### config.mk
export PLATFORM = sky130hd
export DESIGN_NAME = spi_pwm_reg_if_flat
export DESIGN_NICKNAME = d
export VERILOG_FILES = /design/src/rtl/spi_pwm_pkg.sv /design/src/rtl/spi_pwm_reg_if_if.sv /design/src/rtl/spi_sync_edge.sv /design/src/rtl/spi_pwm_reg_if.sv /design/src/flat_wrapper.sv
export SDC_FILE = /design/constraint.sdc
export NUM_CORES = 1
export LEC_CHECK = 0
export CORE_ASPECT_RATIO = 1.5
export CORE_MARGIN = 2
export CORE_UTILIZATION = 57
export DETAILED_ROUTE_END_ITERATION = 6
export DONT_BUFFER_PORTS = 1
export GPL_TIMING_DRIVEN = 0
export HOLD_SLACK_MARGIN = 0.08
export PLACE_DENSITY = 0.86
export SYNTH_ARGS = -nofsm -noshare
export SYNTH_HDL_FRONTEND = slang
export SYNTH_SLANG_ARGS = --single-unit
### constraint.sdc
create_clock -name clk -period 1.9 [get_ports clk]
set_input_delay 0.38 -clock clk [delete_from_list [all_inputs] [get_ports clk]]
set_output_delay 0.38 -clock clk [all_outputs]
set_load 0.02 [all_outputs]
### src/rtl/spi_pwm_pkg.sv
// spi_pwm_pkg: shared frame layout constants and FSM state type for the
// SPI register front-end of the PWM generator.
package spi_pwm_pkg;

   localparam int FRAME_W = 16;
   localparam int ADDR_W  = 7;
   localparam int DATA_W  = 8;
   localparam int RW_BIT  = 15;

   localparam logic [ADDR_W-1:0] COMMIT_ADDR = 7'h7F;

   typedef enum logic [1:0] {
      WAIT_CS = 2'd0,
      IDLE    = 2'd1,
      SHIFT   = 2'd2,
      DONE    = 2'd3
   } spi_state_t;

   // Address field of a complete frame.
   function automatic logic [ADDR_W-1:0] frame_addr(input logic [FRAME_W-1:0] f);
      return f[RW_BIT-1 -: ADDR_W];
   endfunction

   // Data field of a complete frame.
   function automatic logic [DATA_W-1:0] frame_data(input logic [FRAME_W-1:0] f);
      return f[DATA_W-1:0];
   endfunction

endpackage

### src/rtl/spi_pwm_reg_if_if.sv
// spi_pwm_reg_if_if: SPI pin bundle. The master modport is the bus host
// (drives sclk/cs/mosi), the slave modport is the register front-end.
interface spi_pwm_reg_if_if;
   logic sclk;
   logic cs;
   logic mosi;
   logic miso;

   modport master (output sclk, output cs, output mosi, input miso);
   modport slave  (input sclk, input cs, input mosi, output miso);
endinterface

### src/rtl/spi_sync_edge.sv
// spi_sync_edge: two-flop synchroniser for W asynchronous inputs. With
// EDGE_EN set, a third flop provides registered single-clk rise/fall
// pulses; with EDGE_EN clear the edge outputs are tied low.
module spi_sync_edge #(
   parameter int W       = 1,
   parameter bit EDGE_EN = 1'b1
) (
   input  logic         clk,
   input  logic         reset_n,
   input  logic [W-1:0] din,
   output logic [W-1:0] sync,
   output logic [W-1:0] rise,
   output logic [W-1:0] fall
);

   logic [W-1:0] meta;
   logic [W-1:0] stable;

   // Two-stage metastability filter.
   always_ff @(posedge clk or negedge reset_n) begin
      if (!reset_n) begin
         meta   <= '0;
         stable <= '0;
      end else begin
         meta   <= din;
         stable <= meta;
      end
   end

   assign sync = stable;

   generate
      if (EDGE_EN) begin : g_edge
         logic [W-1:0] last;
         logic [W-1:0] rise_r;
         logic [W-1:0] fall_r;

         // Delayed copy and registered edge pulses.
         always_ff @(posedge clk or negedge reset_n) begin
            if (!reset_n) begin
               last   <= '0;
               rise_r <= '0;
               fall_r <= '0;
            end else begin
               last   <= stable;
               rise_r <= stable & ~last;
               fall_r <= ~stable & last;
            end
         end

         assign rise = rise_r;
         assign fall = fall_r;
      end else begin : g_no_edge
         assign rise = '0;
         assign fall = '0;
      end
   endgenerate

endmodule

### src/rtl/spi_pwm_reg_if.sv
// spi_pwm_reg_if: SPI-slave (mode 0) register front-end for the PWM
// generator. 16-bit frames {R/nW, addr[6:0], data[7:0]} write or read the
// per-channel duty registers; miso returns read data in the second byte.
// Build option PWM_SHADOW_EN: writes land in shadow registers and a write
// to address 0x7F copies every shadow into the live duty bus at once.
module spi_pwm_reg_if
   import spi_pwm_pkg::*;
#(
   parameter int NUM_CH = 7,
   parameter int DUTY_W = DATA_W
) (
   input  logic                     clk,
   input  logic                     reset_n,
   spi_pwm_reg_if_if.slave          spi,
   output logic [NUM_CH*DUTY_W-1:0] duty,
   output logic                     wr_stb,
   output logic [ADDR_W-1:0]        wr_addr
);

   localparam logic [4:0] LAST_BIT = 5'(FRAME_W - 1);
   localparam logic [4:0] RD_BIT   = 5'(FRAME_W - DATA_W - 1);
   localparam logic [4:0] RD_LOAD  = 5'(FRAME_W - DATA_W);

   // Synchronised SPI pins
   logic sclk_lvl_unused;
   logic sclk_rise;
   logic sclk_fall;
   logic cs_s;
   logic mosi_s;
   logic [1:0] pin_rise_unused;
   logic [1:0] pin_fall_unused;

   spi_sync_edge #(.W(1), .EDGE_EN(1'b1)) u_sclk_sync (
      .clk     (clk),
      .reset_n (reset_n),
      .din     (spi.sclk),
      .sync    (sclk_lvl_unused),
      .rise    (sclk_rise),
      .fall    (sclk_fall)
   );

   spi_sync_edge #(.W(2), .EDGE_EN(1'b0)) u_pin_sync (
      .clk     (clk),
      .reset_n (reset_n),
      .din     ({spi.cs, spi.mosi}),
      .sync    ({cs_s, mosi_s}),
      .rise    (pin_rise_unused),
      .fall    (pin_fall_unused)
   );

   // Frame engine state
   spi_state_t           state;
   logic [4:0]           bit_cnt;
   logic [FRAME_W-1:0]   sr;
   logic [FRAME_W-1:0]   next_sr;
   logic                 rd_pend;
   logic [ADDR_W-1:0]    rd_addr;
   logic [DATA_W-1:0]    tx;
   logic                 miso_r;
   logic [DUTY_W-1:0]    duty_r [NUM_CH];
`ifdef PWM_SHADOW_EN
   logic [DUTY_W-1:0]    shadow_r [NUM_CH];
`endif

   assign next_sr = {sr[FRAME_W-2:0], mosi_s};

   // Register lookup for read-back; out-of-range addresses read as zero.
   function automatic logic [DATA_W-1:0] reg_lookup(input logic [ADDR_W-1:0] a);
      logic [DATA_W-1:0] v;
      v = '0;
      for (int k = 0; k < NUM_CH; k++) begin
         if (a == ADDR_W'(k)) begin
`ifdef PWM_SHADOW_EN
            v = shadow_r[k];
`else
            v = duty_r[k];
`endif
         end
      end
      return v;
   endfunction

   // Frame FSM, read shifter, register file and write strobe.
   always_ff @(posedge clk or negedge reset_n) begin
      if (!reset_n) begin
         state   <= WAIT_CS;
         bit_cnt <= '0;
         sr      <= '0;
         rd_pend <= 1'b0;
         rd_addr <= '0;
         tx      <= '0;
         miso_r  <= 1'b0;
         wr_stb  <= 1'b0;
         wr_addr <= '0;
         for (int k = 0; k < NUM_CH; k++) begin
            duty_r[k] <= '0;
`ifdef PWM_SHADOW_EN
            shadow_r[k] <= '0;
`endif
         end
      end else begin
         wr_stb <= 1'b0;
         case (state)
            WAIT_CS: begin
               miso_r <= 1'b0;
               if (cs_s) state <= IDLE;
            end

            IDLE: begin
               miso_r  <= 1'b0;
               bit_cnt <= '0;
               rd_pend <= 1'b0;
               if (!cs_s) state <= SHIFT;
            end

            SHIFT: begin
               // A final rise wins over a simultaneous cs release.
               if (sclk_rise) begin
                  sr      <= next_sr;
                  bit_cnt <= bit_cnt + 5'd1;
                  if (bit_cnt == RD_BIT && next_sr[DATA_W-1]) begin
                     rd_pend <= 1'b1;
                     rd_addr <= next_sr[ADDR_W-1:0];
                  end
                  if (bit_cnt == LAST_BIT) begin
                     state  <= DONE;
                     miso_r <= 1'b0;
                     if (!next_sr[RW_BIT]) begin
                        for (int k = 0; k < NUM_CH; k++) begin
                           if (frame_addr(next_sr) == ADDR_W'(k)) begin
`ifdef PWM_SHADOW_EN
                              shadow_r[k] <= frame_data(next_sr);
`else
                              duty_r[k] <= frame_data(next_sr);
`endif
                           end
                        end
                        if (frame_addr(next_sr) < ADDR_W'(NUM_CH)) begin
                           wr_stb  <= 1'b1;
                           wr_addr <= frame_addr(next_sr);
                        end
`ifdef PWM_SHADOW_EN
                        else if (frame_addr(next_sr) == COMMIT_ADDR) begin
                           for (int k = 0; k < NUM_CH; k++) begin
                              duty_r[k] <= shadow_r[k];
                           end
                           wr_stb  <= 1'b1;
                           wr_addr <= COMMIT_ADDR;
                        end
`endif
                     end
                  end
               end else if (cs_s) begin
                  // Aborted frame: partial bits are dropped.
                  state  <= IDLE;
                  miso_r <= 1'b0;
               end else if (sclk_fall && rd_pend) begin
                  if (bit_cnt == RD_LOAD) begin
                     tx     <= reg_lookup(rd_addr);
                     miso_r <= reg_lookup(rd_addr)[DATA_W-1];
                  end else begin
                     tx     <= {tx[DATA_W-2:0], 1'b0};
                     miso_r <= tx[DATA_W-2];
                  end
               end
            end

            DONE: begin
               miso_r <= 1'b0;
               if (cs_s) state <= IDLE;
            end

            default: state <= WAIT_CS;
         endcase
      end
   end

   assign spi.miso = miso_r;

   generate
      for (genvar k = 0; k < NUM_CH; k++) begin : g_duty
         assign duty[k*DUTY_W +: DUTY_W] = duty_r[k];
      end
   endgenerate

endmodule
### src/flat_wrapper.sv
// flat-port wrapper written by rule: the top's interface ports become plain ports
module spi_pwm_reg_if_flat import spi_pwm_pkg::*;
#(
   parameter int NUM_CH = 7,
   parameter int DUTY_W = DATA_W
)
  (clk, reset_n, duty, wr_stb, wr_addr, spi_sclk, spi_cs, spi_mosi, spi_miso);
  spi_pwm_reg_if_if spi_i ();
  input  logic clk;
  input  logic reset_n;
  output logic [NUM_CH*DUTY_W-1:0] duty;
  output logic wr_stb;
  output logic [ADDR_W-1:0] wr_addr;
  input wire logic [$bits(spi_i.sclk)-1:0] spi_sclk;
  input wire logic [$bits(spi_i.cs)-1:0] spi_cs;
  input wire logic [$bits(spi_i.mosi)-1:0] spi_mosi;
  output wire logic [$bits(spi_i.miso)-1:0] spi_miso;
  assign spi_i.sclk = spi_sclk;
  assign spi_i.cs = spi_cs;
  assign spi_i.mosi = spi_mosi;
  assign spi_miso = spi_i.miso;
  spi_pwm_reg_if #(.NUM_CH(NUM_CH), .DUTY_W(DUTY_W)) u_core (.clk(clk), .reset_n(reset_n), .spi(spi_i), .duty(duty), .wr_stb(wr_stb), .wr_addr(wr_addr));
endmodule
Word-level counts from Yosys, hierarchy flattened
Index checks and enable logic that the tools add are counted.
W data, S select, Z words.
{ "word_totals": {"regBits": 111, "input_bits": 5, "output_inout_bits": 65, "wordCells": 107} }
{ "classes": {"add_sub_neg": 1, "magnitude_cmp": 1, "eq_ne": 23, "muxes": 29, "n_bitwise": 7, "n_reduce_logical": 23} }
{ "op_table": {"columns": ["op", "count"], "rows": [
  ["$mux W8", 7],
  ["$eq A7 B3 Y1 const B", 6],
  ["$reduce_and A5 Y1", 8],
  ["$eq A7 B2 Y1 const B", 4],
  ["$eq A7 B1 Y1 const B", 2],
  ["$logic_not A7 Y1", 2],
  ["$mux W1", 12],
  ["$eq A5 B4 Y1 const B", 2],
  ["$pmux W5 S2", 1],
  ["$mux W2", 4],
  ["$reduce_and A2 Y1", 4],
  ["$lt A7 B3 Y1 const B", 1],
  ["$mux W7", 1],
  ["$pmux W2 S3", 1],
  ["$reduce_and A3 Y1", 2],
  ["$add A5 B1 Y5 const B", 1],
  ["$eq A5 B3 Y1 const B", 1],
  ["$mux W5", 1],
  ["$not A1 Y1", 5],
  ["$eq A2 B2 Y1 const B", 2],
  ["$ne A2 B2 Y1 const B", 2],
  ["$ne A4 B3 Y1 const B", 1],
  ["$pmux W1 S2", 2],
  ["$reduce_and A4 Y1", 1],
  ["other kinds (9)", 11]
]} }

Longest topological paths before layout
Gate-level depths: netlist of the first run.
{ "depth": {"word_depth": 13, "depth_mapped": 8, "depth_no_buf": 7} }

Modules after synthesis
From an unflattened synthesis of the first run, not the netlist that was laid out.
{ "unflattened": {"cells_unflattened": 402, "area_unflattened_um2": 5083.6} }
{ "by_module_without_submodules": {"columns": ["module", "instances", "cells_per_inst", "area_per_inst_um2", "seq_area_each_um2"], "rows": [
  ["spi_pwm_reg_if", 1, 386, 4809.6, 2552.4],
  ["spi_sync_edge (u_core.u_sclk_sync)", 1, 7, 140.1, 125.1],
  ["spi_sync_edge (u_core.u_pin_sync)", 1, 9, 133.9, 100.1]
]} }

Worst setup path before layout of the first run
Ideal clock, no wire load.
{ "synth_timing": {"path_type": "register -> register", "start": "reg u_core.bit_cnt[0]", "end": "reg u_core.duty_r (netlist bit u_core.duty[40])", "setup_ps": 125, "arrival_ps": 1936, "required_ps": 1775, "slack_ps": -161, "path_stages_with_launch": 7, "path_buffers": 0, "synth_period_minus_slack_ps": 2061, "path_cell_list": "dfrtp_1 -> ha_1 -> and3_1 -> ha_1 -> nand4_1 -> nor2_2 -> mux2_2"} }
{ "synth_between": {"elab_chain_cells": 2} }
{ "synth_rtl": {"columns": ["element", "line_no", "source"], "rows": [
  ["start, declared", "spi_pwm_reg_if.sv:53", "logic [4:0] bit_cnt;"],
  ["start signal, assigned", "spi_pwm_reg_if.sv:120", "bit_cnt <= bit_cnt + 5'd1;"],
  ["$eq A5 B4 Y1", "spi_pwm_reg_if.sv:125", "if (bit_cnt == LAST_BIT) begin"],
  ["$reduce_and A5 Y1 (no line)", null, null],
  ["end signal, assigned by index", "spi_pwm_reg_if.sv:134", "duty_r[k] <= frame_data(next_sr);"],
  ["end, declared", "spi_pwm_reg_if.sv:60", "logic [DUTY_W-1:0] duty_r [NUM_CH];"]
]} }
Every way passes these cells.
A chain may end at the register's enable or synchronous reset.

Worst setup path in the final report of the first run
{ "layout_timing": {"start": "reg u_core.state[0]", "end": "reg u_core.duty_r (netlist bit u_core.duty[36])"} }
{ "layout_between": {"elab_chain_cells": 2} }
{ "layout_rtl": {"columns": ["element", "line_no", "source"], "rows": [
  ["start, declared", "spi_pwm_reg_if.sv:52", "spi_state_t state;"],
  ["start signal, assigned", "spi_pwm_reg_if.sv:86", "state <= WAIT_CS;"],
  ["start signal, assigned", "spi_pwm_reg_if.sv:106", "if (cs_s) state <= IDLE;"],
  ["start signal, assigned", "spi_pwm_reg_if.sv:113", "if (!cs_s) state <= SHIFT;"],
  ["$eq A2 B2 Y1", "spi_pwm_reg_if.sv:103", "case (state)"],
  ["$reduce_and A5 Y1 (no line)", null, null]
]} }
Every way passes these cells.

==> metrics.cfg, run 1 <==
[drt]
vias = 3723
ant_nets = 0
route.detailed.drc = 0
drt-pass1-iter-count = 6
wl_mm = 14.0
viasPerCell = 6.65
drt_iter0_drc = 449
avgRoutedWirePerCell_um = 25.0

[layout]
fin_cells = 560
diodes = 0
final_nets = 459
syn_to_final_growth_pct = 21.2
layout-drive-gt1-share_pct = 34.2
nFillCells = 491
final_util_pct = 71.8

[sta]
finalSetupTns_ns = -2.87
timing.final.ws_setup_ns = -0.116
finalCritPeriodShare_pct = 106
skew_ns = 0.00962
setup_viol = 46
drv_slew = 0
worst_pin_slew_ns = 0.786
slew-limit-headroom_pct = 47.2
hold_ws_ns = -0.290
max_freq_mhz = 496
hold_viol_final = 111
rsz0062_at_grt = yes
finalCriticalPeriod_ns = 2.02

[worst_setup_path]
cp_slowest_cell = dfrtp_1
crit_path_start_kind = flop
cp.arrival_ns = 2.26
worstPathCellList = inv_2, ha_4, and4bb_4, nand4_1, buf_6, nor3_4, buf_12, mux2_4
crit_buf_inv = 3
cp_max_fo = 7
critical-path-top-delay-family = simple AND/OR/NAND/NOR gates
cp-end-kind = flop
crit_required_ns = 2.14
max_stage_delay_ns = 0.40
reg2reg_slack_ns = -0.12
worstSetupPathType = flop to flop

[cts]
insertion_delay_ns = 0.36
cts_made_buffers = 9
hold_buffers = 3
htree_num_levels = 3
cts_tree = done
cts_buffer_depth = 2
cts_root_buf = clkbuf_16
clock_sinks = 111
path_clk_slew_ns = 0.07

[synth]
syn_area_mm2 = 0.00502
synth_flop_cell = dfrtp_1
netlist_instances = 412
synth_nets = 423
synth_area_leader_cell = dfrtp_1
async_flop_share_pct = 100
yosysTopAreaCellShare_pct = 55.4
synth.most_common_cell = dfrtp_1
yosysUniqueCellTypes = 51
synth.yosys.seq_area_share_pct = 55.4
synth_edf_count = 0
syn_avg_cell_area_um2 = 12.2
yosys-top-cells-area = dfrtp_1 55%, mux2_2 13%, nand2_1 4.7%
ys_seq_elements = 111
yosysWarnings = 0
synth_commonest_cells = 111 x dfrtp_1, 63 x nand2_1, 57 x mux2_2

[placement]
gp_congestion = 0.811
port_buffers = 0
placed_cells = 519
hpwl_mm = 7.76

[job]
maxCapViolCount = 0

[global_routing]
grt_pass1_wl_mm = 20.1
grt_pass1_vias = 3815
antenna_found_initial = 0
overflow = 0
track_usage_pct = 28.2
grt_max_degree = 112

[floorplanning]
die_x_um = 80.6
pin_count = 70
num_rows = 41
core-area_mm2 = 0.00846
dieHeight_um = 119
initial_core_util_pct = 59.3
die-area_mm2 = 0.00958

[power]
power.density_mw_per_mm2 = 860
leakage_nw = 2.88
power_mw = 5.23
irDropWorstVdd_uv = 997

[min_path]
hp-class = input port to async pin

[outcome]
violations = negative hold slack, negative setup slack
status = finished, violations left

## cells in the final DEF, fill, tap and decap left out, types with 9 or more instances in the layout
| cell | synthesis | routed |
|---|---|---|
| dfrtp_1 | 111 | 111 |
| nand2_1 | 63 | 60 |
| mux2_4 | 8 | 56 |
| buf_4 | 5 | 18 |
| nor2_1 | 17 | 16 |
| o21ai_0 | 15 | 15 |
| a21oi_1 | 9 | 9 |
| mux2_2 | 57 | 9 |
| clkbuf_16 | 0 | 9 |
## routing by layer
metal | global-route usage (%) | vias up | routed length (um)
li1 | - | 1524 | -
met2 | 46.4 | 234 | 7440
met4 | 15.8 | 0 | 568
met3 | 7.80 | 52 | 1100
met5 | 0 | - | 0
met1 | 32.7 | 1913 | 4890
## per-stage QoR
step	worst slack (ns)	cell area, um^2
after floorplan	-0.0937	5050
after global placement	-0.361	5180
after detailed placement	-0.405	5180
after CTS	-0.0796	5890
after global routing	-0.159	6080
final	-0.116	6080
## sequential cells by signal, indices dropped and copies added (netlist names), 2 cells and up
signal	flops
u_core.u_pin_sync.meta	2
u_core.state	2
u_core.bit_cnt	5
u_core.rd_addr	7
u_core.sr	15
u_core.u_pin_sync.sync	2
u_core.wr_addr	7
u_core.tx	7
u_core.duty	56
## final timing paths
check / endpoint / start / cells past startpoint
worst max-delay path: u_core.duty[36] / u_core.state[0] / 8
worst min-delay path: u_core.wr_addr[3] / reset_n / 0
worst max register to register: u_core.duty[36] / u_core.state[0] / 8
worst min register to register: u_core.u_pin_sync.sync[1] / u_core.u_pin_sync.meta[1] / 0
max in group asynchronous: u_core.duty[0] / reset_n / 0
min in group clk: u_core.u_pin_sync.sync[1] / u_core.u_pin_sync.meta[1] / 0
## timing repair
item / in CTS / in global routing
endpoints found under the setup margin: 81 / 81
endpoints found under the hold margin: 114 / 111
gates resized for setup: 33 / 55
pin swaps: 8 / 6
setup buffers: 21 / 2
## power breakdown
| part | internal, mW | total [mW] | switching, mW |
|---|---|---|---|
| registers | 2.44 | 2.49 | 0.0550 |
| logic | 0.260 | 0.709 | 0.449 |
| clock network | 1.16 | 2.03 | 0.870 |
## cell families (layout without fill, tap and decap cells)
logic type                 Yosys count  after routing  share of synthesized area, %
and+or+nand+nor                    130            130                          13.3
DFF                                111            111                          55.4
muxes                               79             79                          19.7
AOI/OAI and AO/OA                   52             52                          6.71
buffers and inverters               33             74                          3.17
adders and majority gates            6              6                          1.50
xor gates and xnor gates             1              1                         0.175
## layout make-up
class                           count  area [um^2]  share of cell area, %
Clock inverter                      7         97.6                   1.61
Clock buffer                        9          225                   3.71
Multi-Input combinational cell    268         2380                   39.1
Tap cell                          107          134                   2.20
Inverter                            8         30.0                  0.494
Sequential cell                   111         2780                   45.7
Buffer                             24          145                   2.39
Timing Repair Buffer               26          293                   4.82
No activity file was read; power rests on OpenSTA's default activity.
==> run 2: changes to the inputs <==
CORE_ASPECT_RATIO = 0.75   (was 1.5)
==> metrics.cfg, run 2 (same netlist as run 1, synthesis figures left out) <==
[outcome]
status = finished, violations left
violations = negative hold slack, negative setup slack

[sta]
timing.final.ws_setup_ns = -0.121
worst_pin_slew_ns = 0.598
finalSetupTns_ns = -2.06
drv_slew = 0
finalCriticalPeriod_ns = 2.02
setup_viol = 35
slew-limit-headroom_pct = 59.8
finalCritPeriodShare_pct = 106
max_freq_mhz = 495
hold_ws_ns = -0.280
skew_ns = 0.00643
rsz0062_at_grt = yes
hold_viol_final = 111

[worst_setup_path]
crit_path_start_kind = flop
crit_top_cell = ha_4
max_stage_delay_ns = 0.48
crit_buf_inv = 0
worstSetupPathType = flop to flop
critical-path-top-delay-family = simple AND/OR/NAND/NOR gates
worstPathCellList = ha_4, and3_4, ha_4, nand4b_4, or3_4, mux2_4
cp.arrival_ns = 2.26
reg2reg_slack_ns = -0.12
cp_slowest_cell = or3_4
critPathLaunch = u_core.bit_cnt[0]
regToRegStartpoint = u_core.bit_cnt[0]
cp_max_fo = 8
cp-end-kind = flop
crit_required_ns = 2.14

[power]
irDropWorstVdd_uv = 632
leakage_nw = 2.87
power.density_mw_per_mm2 = 826

[drt]
drt-met1-wl_mm = 5.25
drt-pass1-iter-count = 7
viasPerCell = 6.53
avgRoutedWirePerCell_um = 24.1
route.detailed.drc = 0
met3_length_mm = 1.37
wl_mm = 13.6
wl_met2_mm = 6.60
ant_nets = 0
routed.top_layer = met4
vias = 3668
drt_iter0_drc = 286

[cts]
path_clk_slew_ns = 0.07
clock_sinks = 111
cts_made_buffers = 9
htree_num_levels = 3
cts_root_buf = clkbuf_16
cts_tree = done
cts_buffer_depth = 2
insertion_delay_ns = 0.35
hold_buffers = 3

[global_routing]
grt_pass1_vias = 3687
overflow = 0
grt_max_degree = 112
antenna_found_initial = 1
track_usage_pct = 28.4
grt_pass1_wl_mm = 20.8

[placement]
hpwl_mm = 8.02
gp_congestion = 0.834
port_buffers = 0

[layout]
syn_to_final_growth_pct = 20.5
layout-drive-gt1-share_pct = 34.8
diodes = 0
final_common_cell = dfrtp_1
final_cell_mix = 111 x dfrtp_1, 60 x nand2_1, 49 x mux2_4
largest_reg_flops = 56
final_nets = 460
final_util_pct = 71.2

[floorplanning]
pin_count = 70
num_rows = 29
core-area_mm2 = 0.00849
die-area_mm2 = 0.00957
dieHeight_um = 85.2
die_x_um = 112
initial_core_util_pct = 59.1

[job]
maxCapViolCount = 0

[min_path]
hp-class = input port to async pin

## run 2: changes by cell type in the layout (fill, tap and decap cells not counted), sizes merged
cell / delta
buf: +3
bufinv: -2
clkinv: -2
inv: +2
## run 2: cell type report
cell class | count | area, um^2
fill | 531 | 2440
sequential | 111 | 2780
buffer | 22 | 136
tap | 108 | 135
multi-input combinational | 268 | 2360
timing repair buffer | 29 | 328
clock inverter | 5 | 41.3
inverter | 8 | 30.0
clock buffer | 11 | 233
## run 2: where the power goes
group,switching (mW),internal (mW),total (mW)
Clock,0.867,0.903,1.77
Sequential,0.0506,2.44,2.49
Combinational,0.458,0.281,0.739
## run 2: stage by stage
step	setup WS (ns)	instance area, um^2	total power [mW]	std cells	hold WS, ns
final	-0.121	6050	5.00	562	-0.280
after global routing	-0.151	6050	5.14	562	-0.287
after CTS	-0.0877	5870	4.93	558	-0.277
after detailed placement	-0.387	5180	3.06	520	0.0907
after global placement	-0.339	5180	3.01	520	0.0905
after floorplan	-0.0937	5050	2.89	412	0.0844
## run 2: path summary, 6_finish.rpt
check	to	cells after the start
setup / recovery	u_core.duty[5]	6
hold / removal	u_core.duty[50]	0
setup reg to reg	u_core.duty[5]	6
hold reg to reg	u_core.u_sclk_sync.sync	0
max in group asynchronous	u_core.duty[40]	0
min in group clk	u_core.u_sclk_sync.sync	0
## run 2: routing by layer
metal | vias to the layer above | global-route usage, %
li1 | 1525 | -
met1 | 1880 | 37.2
met2 | 221 | 45.6
met3 | 42 | 9.50
met4 | 0 | 9.31
met5 | - | 0
## run 2: worst register-to-register path, cell delays in order (launching register included)
cell and delay (ns):
dfrtp_1 0.41, ha_4 0.15, and3_4 0.19, ha_4 0.17, nand4b_4 0.18, or3_4 0.48, mux2_4 0.34
## run 2: what timing repair did
| item | in CTS | in global routing |
|---|---|---|
| gates resized for setup | 47 | 42 |
| hold endpoints to repair | 114 | 111 |
| pin swaps | 7 | 8 |
| endpoints found under the setup margin | 82 | 85 |
| buffers inserted | 20 | 6 |
